===== src/rtl/mem_xfer_ctrl.sv =====
// rtl/mem_xfer_ctrl.sv - memory-to-memory transfer controller with read latency, address wrap, data transform and abort
module mem_xfer_ctrl #(
    parameter int DATA_W = 16,
    parameter int ADDR_W = 7,
    parameter int RD_LAT = 1
) (
    input  logic              i_clk,
    input  logic              i_rst,
    input  logic              i_strt,
    input  logic              i_abort,
    input  logic [ADDR_W-1:0] i_src,
    input  logic [ADDR_W-1:0] i_dst,
    input  logic [ADDR_W:0]   i_len,
    input  logic [1:0]        i_mode,
    output logic              o_mrd,
    output logic              o_mwr,
    output logic [ADDR_W-1:0] o_addr,
    output logic [DATA_W-1:0] o_wdata,
    input  logic [DATA_W-1:0] i_rdata,
    output logic              o_busy,
    output logic              o_stop,
    output logic              o_aborted,
    output logic [ADDR_W:0]   o_xfer_cnt
);

    localparam logic [2:0] S_IDLE = 3'd0;
    localparam logic [2:0] S_RD   = 3'd1;
    localparam logic [2:0] S_WAIT = 3'd2;
    localparam logic [2:0] S_WR   = 3'd3;
    localparam logic [2:0] S_DONE = 3'd4;

    // WAIT lasts RD_LAT cycles; RDATA is taken on the edge that ends the last one
    localparam logic [1:0] WAIT_LAST = 2'(RD_LAT - 1);

    logic [2:0]        r_state;
    logic [ADDR_W-1:0] r_src;
    logic [ADDR_W-1:0] r_dst;
    logic [ADDR_W:0]   r_len;
    logic [1:0]        r_mode;
    logic [1:0]        r_wait_cnt;
    logic              r_mrd;
    logic              r_mwr;
    logic [ADDR_W-1:0] r_addr;
    logic [DATA_W-1:0] r_wdata;
    logic              r_busy;
    logic              r_stop;
    logic              r_aborted;
    // doubles as the word index of the word in flight
    logic [ADDR_W:0]   r_xfer_cnt;

    logic [ADDR_W:0]   w_cnt_next;
    logic [ADDR_W-1:0] w_rd_addr_next;
    logic [ADDR_W-1:0] w_wr_addr;
    logic              w_last;
    logic [DATA_W-1:0] w_xform;

    assign w_cnt_next     = r_xfer_cnt + (ADDR_W + 1)'(1);
    assign w_rd_addr_next = r_src + w_cnt_next[ADDR_W-1:0];
    assign w_wr_addr      = r_dst + r_xfer_cnt[ADDR_W-1:0];
    assign w_last         = (w_cnt_next == r_len);

    // per-run data transform applied to the word arriving on RDATA
    always_comb begin
        w_xform = i_rdata;
        case (r_mode)
            2'd0:    w_xform = i_rdata;
            2'd1:    w_xform = ~i_rdata;
            2'd2:    w_xform = i_rdata + DATA_W'(1);
            default: w_xform = '0;
        endcase
    end

    // transfer sequencer; every output is registered alongside the state it belongs to
    always_ff @(posedge i_clk) begin
        if (i_rst) begin
            r_state    <= S_IDLE;
            r_src      <= '0;
            r_dst      <= '0;
            r_len      <= '0;
            r_mode     <= '0;
            r_wait_cnt <= '0;
            r_mrd      <= 1'b0;
            r_mwr      <= 1'b0;
            r_addr     <= '0;
            r_wdata    <= '0;
            r_busy     <= 1'b0;
            r_stop     <= 1'b0;
            r_aborted  <= 1'b0;
            r_xfer_cnt <= '0;
        end else begin
            case (r_state)
                S_IDLE: begin
                    if (i_strt) begin
                        r_src      <= i_src;
                        r_dst      <= i_dst;
                        r_len      <= i_len;
                        r_mode     <= i_mode;
                        r_xfer_cnt <= '0;
                        r_aborted  <= 1'b0;
                        if (i_len == '0) begin
                            r_state <= S_DONE;
                            r_stop  <= 1'b1;
                        end else begin
                            r_state <= S_RD;
                            r_busy  <= 1'b1;
                            r_mrd   <= 1'b1;
                            r_addr  <= i_src;
                        end
                    end
                end
                S_RD: begin
                    r_mrd      <= 1'b0;
                    r_wait_cnt <= '0;
                    if (i_abort) begin
                        r_state   <= S_DONE;
                        r_busy    <= 1'b0;
                        r_stop    <= 1'b1;
                        r_aborted <= 1'b1;
                    end else begin
                        r_state <= S_WAIT;
                    end
                end
                S_WAIT: begin
                    if (i_abort) begin
                        r_state   <= S_DONE;
                        r_busy    <= 1'b0;
                        r_stop    <= 1'b1;
                        r_aborted <= 1'b1;
                    end else if (r_wait_cnt == WAIT_LAST) begin
                        r_state <= S_WR;
                        r_mwr   <= 1'b1;
                        r_addr  <= w_wr_addr;
                        r_wdata <= w_xform;
                    end else begin
                        r_wait_cnt <= r_wait_cnt + 2'd1;
                    end
                end
                S_WR: begin
                    // the write strobe of this cycle completes even when aborting
                    r_mwr      <= 1'b0;
                    r_xfer_cnt <= w_cnt_next;
                    if (i_abort || w_last) begin
                        r_state   <= S_DONE;
                        r_busy    <= 1'b0;
                        r_stop    <= 1'b1;
                        r_aborted <= i_abort;
                    end else begin
                        r_state <= S_RD;
                        r_mrd   <= 1'b1;
                        r_addr  <= w_rd_addr_next;
                    end
                end
                S_DONE: begin
                    r_stop  <= 1'b0;
                    r_state <= S_IDLE;
                end
                default: begin
                    r_state <= S_IDLE;
                    r_mrd   <= 1'b0;
                    r_mwr   <= 1'b0;
                    r_busy  <= 1'b0;
                    r_stop  <= 1'b0;
                end
            endcase
        end
    end

    assign o_mrd      = r_mrd;
    assign o_mwr      = r_mwr;
    assign o_addr     = r_addr;
    assign o_wdata    = r_wdata;
    assign o_busy     = r_busy;
    assign o_stop     = r_stop;
    assign o_aborted  = r_aborted;
    assign o_xfer_cnt = r_xfer_cnt;

endmodule


===== config.mk =====
export PLATFORM = sky130hd
export DESIGN_NAME = mem_xfer_ctrl
export DESIGN_NICKNAME = d
export VERILOG_FILES = /design/src/rtl/mem_xfer_ctrl.sv
export SDC_FILE = /design/constraint.sdc
export NUM_CORES = 1
export LEC_CHECK = 0
export CORE_ASPECT_RATIO = 1.1
export CORE_MARGIN = 5
export CORE_UTILIZATION = 40
export CTS_CLUSTER_DIAMETER = 80
export DETAILED_ROUTE_END_ITERATION = 10
export PLACE_DENSITY = 0.77
export SLEW_MARGIN = 30
export SYNTH_ARGS = -nofsm -noshare
export SYNTH_HDL_FRONTEND = slang
export SYNTH_SLANG_ARGS = --single-unit

===== constraint.sdc =====
create_clock -name i_clk -period 3.5 [get_ports i_clk]
set_clock_uncertainty 0.2 [all_clocks]
set_input_delay 0.875 -clock i_clk [delete_from_list [all_inputs] [get_ports i_clk]]
set_output_delay 0.875 -clock i_clk [all_outputs]
set_load 0.005 [all_outputs]

-- After elaboration in Yosys (flattened, before gate mapping)
Index checks and enable logic that the tools add are counted.
- $add $sub $neg: 5
- eq/ne operators: 17
- muxes and demuxes: 37
- bitwise logic cells: 5
- reduce and logical (&&, ||, !) cells: 23
- operators by type and width (cell ; count):
    $pmux W16 S3 ; 1
    $mux W7 ; 5
    $pmux W7 S3 ; 1
    $mux W3 ; 6
    $add A16 B1 Y16 const B ; 1
    $ne A2 B2 Y1 const B ; 8
    $not A16 Y16 ; 1
    $pmux W8 S2 ; 1
    $add A7 B7 Y7 ; 2
    $mux W1 ; 13
    $pmux W3 S4 ; 1
    $reduce_and A4 Y1 ; 3
    $pmux W1 S3 ; 3
    $reduce_and A3 Y1 ; 3
    $add A8 B1 Y8 const B ; 1
    $eq A8 B8 Y1 ; 1
    $logic_not A8 Y1 ; 1
    $mux W8 ; 1
    $eq A3 B2 Y1 const B ; 2
    $reduce_and A2 Y1 ; 3
    $reduce_and A6 Y1 ; 1
    $reduce_bool A3 Y1 ; 2
    $reduce_and A5 Y1 ; 1
    $logic_not A2 Y1 ; 2
    other kinds (17) ; 23
- register bits after elaboration: 65
- bits of input ports: 44
- output and inout port bits: 36
- word-level logic and storage cells: 101

-- Depth between registers and ports, before layout
Gate-level depths: netlist of the first run.
- depth in word-level cells: 5
- depth in mapped cells: 11
- mapped depth without buffers: 10

-- Worst setup path before layout of the first run
No wires, ideal clock.
- path type: reg-to-reg
- start: register r_xfer_cnt[1] (netlist: o_xfer_cnt[1])
- end: register r_addr[5] (netlist: o_addr[5])
- setup time: 72 ps
- arrival: 2578 ps
- required time: 3228 ps
- setup slack: 650 ps
- cell stages (with the launch flop): 12
- path buffers: 1
- period minus slack after synthesis: 2850 ps
- path through: dfxtp_1 > ha_1 > buf_2 > nand3_1 > xnor2_1 > ha_1 > and3_1 > a2111oi_0 > xnor2_1 > a22oi_1 > a21o_1 > mux2i_1
- longest elaborated chain between the ends: 5
- elaborated cells on any way between the ends: 11
- classes of those cells: add/sub: 3; eq/ne: 2; mux: 4; reduce/logical: 2
- RTL lines (element ; RTL line ; RTL):
    from (decl) ; 49 ; logic [ADDR_W:0] r_xfer_cnt;
    from (signal assigned) ; 141 ; r_xfer_cnt <= w_cnt_next;
    branches (longest 5 deep; another with $add A8 B1 Y8) ; - ;
    to (signal assigned) ; 107 ; r_addr <= i_src;
    to (signal assigned) ; 132 ; r_addr <= w_wr_addr;
    to (signal assigned) ; 150 ; r_addr <= w_rd_addr_next;
    to (decl) ; 43 ; logic [ADDR_W-1:0] r_addr;
Several ways; the timed one is not identified. The select of a mux whose other input is x is not followed.
A chain may end at the register's enable or synchronous reset.

-- Worst setup path in the final report of the first run
Ends and elaborated chain as after synthesis.

==> metrics.md, run 1 <==
| Metric | Value |
|---|---|
| Result of the run | completed |
| Placed wire-length estimate | 8251 µm |
| Top flip-flop cell by instance count after synthesis | sky130_fd_sc_hd__dfxtp_1 |
| Via count | 3,913 |
| Setup CP Type | flop to flop |
| Number of synthesized register bits | 65 |
| Total global-route track usage | 18.76% |
| Number of global-route vias before repair | 3,880 |
| Proportion of synthesized chip area in sequential cells | around a third |
| Horizontal die dimension | 103.9 µm |
| Highest cell delay on the worst timing path | between 0.4 and 0.5 ns |
| Type of element launching the critical path | flop |
| Kind of cell adding the most delay to the critical path | compound AO/OA/AOI/OAI gates |
| Number of different library cells in the post-synthesis netlist | 58 |
| Floorplan Core Area | 9398 µm² |
| Detail Route Antenna Nets | 0 |
| Number of levels in the clock H-tree | 3 |
| Sink of the worst hold path | r_len[5] |
| Sequential Area | 1301 µm² |
| Cells after DPL | roughly 670 |
| Final #Nets | ~630 |
| Class of the worst hold path | flop to flop |
| CP most frequent cell | sky130_fd_sc_hd__ha_1 |
| EDFF count, synth | 0 |
| Post-Synthesis Cell Area | 3879 µm² |
| Hold path startpoint | r_len[5] |
| Hold Fails Final Rpt | 0 |
| Achievable Freq | 315.9 MHz |
| Final hold slack | about 0.26 ns |
| Pin count of the biggest net entering global routing | 44 |
| Number of antenna violations at the first check in global routing | 0 |
| Aggregate routed wire length | 11,180 µm |
| Register clock-pin slew on the reported worst setup and hold paths | 0.07 ns |
| Time the final worst path needs with I/O delays and setup | roughly 3.2 ns |
| Number of hold buffers added after CTS | 0 |
| Synthesized area divided by synthesized cell count | 7.852 µm² |
| R2r setup slk | 0.33 ns |
| Final clock period utilization by the worst path | about 90% |
| Total I/O pin count | 80 |
| Starting utilization of the core area | 41.27% |
| Rel. slew slack | between 40 and 50% |
| Cell count of the worst reg-to-reg path | 10 |
| Worst hold stages | 2 |
| Power Dens Cells | 366.0 nW/µm² |
| Reg2Reg Launch Point | o_xfer_cnt[1] |
| Critical-path cell with the highest stage delay | sky130_fd_sc_hd__dfxtp_1 |
| Number of instances in the synthesized netlist | 494 |
| Ys Warns | 0 |
| Data arrival time of the worst path | between 3 and 4 ns |
| Crit. End Element | flop |
| Share of flip-flops with an asynchronous set or reset | 0% |
| GRT overflow | 0 |
| Sequence of cells on the critical path | ha_1 -> nand3_1 -> xnor2_2 -> ha_1 -> and3_1 -> a2111oi_1 -> xnor2_1 -> a22oi_1 -> a21o_1 -> mux2i_1 |
| LEAKAGE | 1.912 nW |
| Insertion delay of the later-clocked pin in the worst-skew pair | approximately 0.34 ns |
| Total clock buffers created by CTS | 9 |
| Average routed wire per standard cell | 16.24 µm |
| Number of fill cells in the layout | between 800 and 900 |
| Maximum fanout along the worst path | 8 |
| N_diodes | 0 |
| Sink Count | between 60 and 70 |
| Unrepaired setup endpoints after global routing | no |
| Area delta synth->final | 28.84% |
| Floorplan die height | 113.3 µm |
| Synthesized netlist net count | 556 |
| Area occupied by multi-input gates | 2429 µm² |
| Peak VDD IR | 0.2306 mV |
| Buf+Inv Stages, Crit Path | 0 |
| Total DRC errors in the routed layout | 0 |
| Site Rows | 37 |
| Die outline area | 11,770 µm² |
| Vias per inst | 5.688 |
| R2R Path End | o_addr[5] |
| Crit path required time | 3.52 ns |
| Layout cells sized above 1 | 7.005% |
| CTS tree | done |
| Filler-free cell count of the finished design | 688 |
| Clock root buffer | sky130_fd_sc_hd__clkbuf_8 |
| Final count of pins violating max slew | 0 |
| Setup total negative slack | 0 ns |
| DRT iter0 DRCs | 263 |
| Maximum Capacitance Violations | 0 |
| First-pass iteration count of the detailed router | 5 |
| PortBufs | 79 |
| Global-route wire length before repair | 18,380 µm |
| Clock Path Buffers | 2 |
| Final estimated routing congestion in global placement | 0.9174 |
| Final setup violating endpoints | 0 |
| Actual slew at the worst max-slew pin | 0.7849 ns |
==> cells by family (layout without fill, tap and decap cells) <==
family / after synthesis / in the layout / share of synthesized area [%]
multiplexers: 12 / 12 / 3.226
AND/OR/NAND/NOR: 190 / 190 / 22.19
buffers and inverters: 40 / 117 / 4.064
XOR/XNOR: 33 / 33 / 7.806
AO/OA/AOI/OAI: 136 / 136 / 22.97
flip-flops: 65 / 65 / 33.55
adder cells (fa/ha/maj): 18 / 18 / 6.194
==> worst min-delay path: stages (launching register included) <==
cell,delay [ns]
sky130_fd_sc_hd__dfxtp_1,0.32
sky130_fd_sc_hd__nand2_1,0.05
sky130_fd_sc_hd__a21oi_1,0.05
==> area by class of cell <==
cell class / count / area share, %
Multi-Input combinational cell: 389 / 48.60
Sequential cell: 65 / 26.04
Timing Repair Buffer: 91 / 17.53
Clock buffer: 14 / 3.455
Tap cell: 117 / 2.929
Inverter: 10 / 0.7511
Clock inverter: 2 / 0.7011
==> layer usage <==
layer / part of all wire (%) / track usage (%) / wire (µm)
met4: 2.0 / 8.377 / 228
met3: 6.3 / 3.651 / 699
met2: 50 / 32.10 / 5596
met5: 0 / 0 / 0
met1: 42 / 22.84 / 4652
==> cell usage in the layout (no fill, tap or decap), types with 7 or more instances in the layout <==
master and n:
sky130_fd_sc_hd__o21ai_0 17, sky130_fd_sc_hd__nor3_1 15, sky130_fd_sc_hd__mux2i_1 8, sky130_fd_sc_hd__inv_1 9
sky130_fd_sc_hd__nor2_1 49, sky130_fd_sc_hd__a22oi_1 12, sky130_fd_sc_hd__clkbuf_8 12, sky130_fd_sc_hd__clkdlybuf4s50_1 78
sky130_fd_sc_hd__buf_4 12, sky130_fd_sc_hd__nand2_1 81, sky130_fd_sc_hd__xor2_1 10, sky130_fd_sc_hd__nand3_1 7
sky130_fd_sc_hd__a21oi_1 53, sky130_fd_sc_hd__dfxtp_1 65, sky130_fd_sc_hd__ha_1 16, sky130_fd_sc_hd__xnor2_1 21
sky130_fd_sc_hd__a31oi_1 11
==> where the power goes <==
part | switching (W) | total [W] | internal [W]
sequential | 0.0000428 | 0.000822 | 0.000779
combinational | 0.000166 | 0.000328 | 0.000162
clock | 0.000292 | 0.000679 | 0.000387
==> worst max-delay path by stage <==
stage             startpoint         to  slack, ns  cells after the start
2_1_floorplan  o_xfer_cnt[1]  o_addr[5]       0.65                     11
3_3_place_gp        i_len[3]  o_addr[3]       0.31                      6
3_5_place_dp   o_xfer_cnt[1]  o_addr[5]       0.22                     10
4_1_cts        o_xfer_cnt[1]  o_addr[5]       0.18                     10
5_1_grt        o_xfer_cnt[1]  o_addr[5]       0.07                     10
6_report       o_xfer_cnt[1]  o_addr[5]       0.33                     10
==> registers in the layout, summed over array words and instances (netlist names) <==
signal	cells
o_mrd	1
o_busy	1
o_aborted	1
o_stop	1
o_xfer_cnt	8
o_addr	7
r_src	7
o_wdata	16
o_mwr	1
r_wait_cnt	2
r_state	3
r_dst	7
r_len	8
r_mode	2
==> synth_stat cells, types with 2 or more instances <==
cell,count,area share [%]
sky130_fd_sc_hd__nand2_1,81,7.8
sky130_fd_sc_hd__dfxtp_1,65,34
sky130_fd_sc_hd__a21oi_1,53,6.8
sky130_fd_sc_hd__nor2_1,49,4.7
sky130_fd_sc_hd__clkbuf_1,23,2.2
sky130_fd_sc_hd__xnor2_1,22,5.0
sky130_fd_sc_hd__o21ai_0,17,2.2
sky130_fd_sc_hd__ha_1,16,5.2
sky130_fd_sc_hd__nor3_1,15,1.9
sky130_fd_sc_hd__a22oi_1,12,2.3
sky130_fd_sc_hd__a31oi_1,11,1.8
sky130_fd_sc_hd__xor2_1,10,2.3
sky130_fd_sc_hd__inv_1,9,0.87
sky130_fd_sc_hd__mux2i_1,8,2.1
sky130_fd_sc_hd__nand3_1,7,0.90
sky130_fd_sc_hd__nor2b_1,6,0.97
sky130_fd_sc_hd__o211ai_1,6,1.2
sky130_fd_sc_hd__a21o_1,5,0.97
sky130_fd_sc_hd__and3_1,5,0.81
sky130_fd_sc_hd__buf_2,5,0.65
sky130_fd_sc_hd__or4_1,5,0.97
sky130_fd_sc_hd__a41oi_1,4,0.90
sky130_fd_sc_hd__mux2_2,4,1.2
sky130_fd_sc_hd__a211oi_1,3,0.58
sky130_fd_sc_hd__a221oi_1,3,0.68
sky130_fd_sc_hd__and2_1,3,0.48
sky130_fd_sc_hd__nand2b_1,3,0.48
sky130_fd_sc_hd__nor4_1,3,0.48
sky130_fd_sc_hd__o31ai_1,3,0.58
sky130_fd_sc_hd__or2_2,3,0.48
sky130_fd_sc_hd__and4_1,2,0.45
sky130_fd_sc_hd__fa_1,2,1.0
sky130_fd_sc_hd__nand4_1,2,0.32
sky130_fd_sc_hd__o211a_1,2,0.52
sky130_fd_sc_hd__o21bai_1,2,0.39
sky130_fd_sc_hd__o221ai_1,2,0.45
sky130_fd_sc_hd__o31a_1,2,0.45
==> stage by stage <==
stage / total power (W) / setup WS [ns] / area [µm²] / utilization [%]
4_1_cts: 0.001835 / 0.1778 / 4989 / 53.08
2_1_floorplan: 0.001019 / 0.6502 / 3879 / -
3_3_place_gp: 0.001153 / 0.3082 / 4781 / 50.87
6_report: 0.001829 / 0.3346 / 4997 / 53.18
3_5_place_dp: 0.001163 / 0.2174 / 4781 / 50.87
5_1_grt: 0.001908 / 0.07036 / 4997 / 53.18
==> timing repair <==
action	4_1_cts	5_1_grt
resized for setup	0	2
buffers inserted	0	0
setup endpoints to repair	0	1
Power figures use the tool's default switching activity.
==> run 2: changes to the inputs <==
--- a/constraint.sdc
+++ b/constraint.sdc
@@ -4,2 +4,2 @@
 set_output_delay 0.875 -clock i_clk [all_outputs]
-set_load 0.005 [all_outputs]
+set_load 0.02 [all_outputs]
==> results of run 2 <==
The final DEF is identical to that of run 1. Status: completed.
Main changes from that run: total power 0.001829 W -> 0.001848 W; worst IR drop on VDD 0.2306 mV -> 0.2308 mV
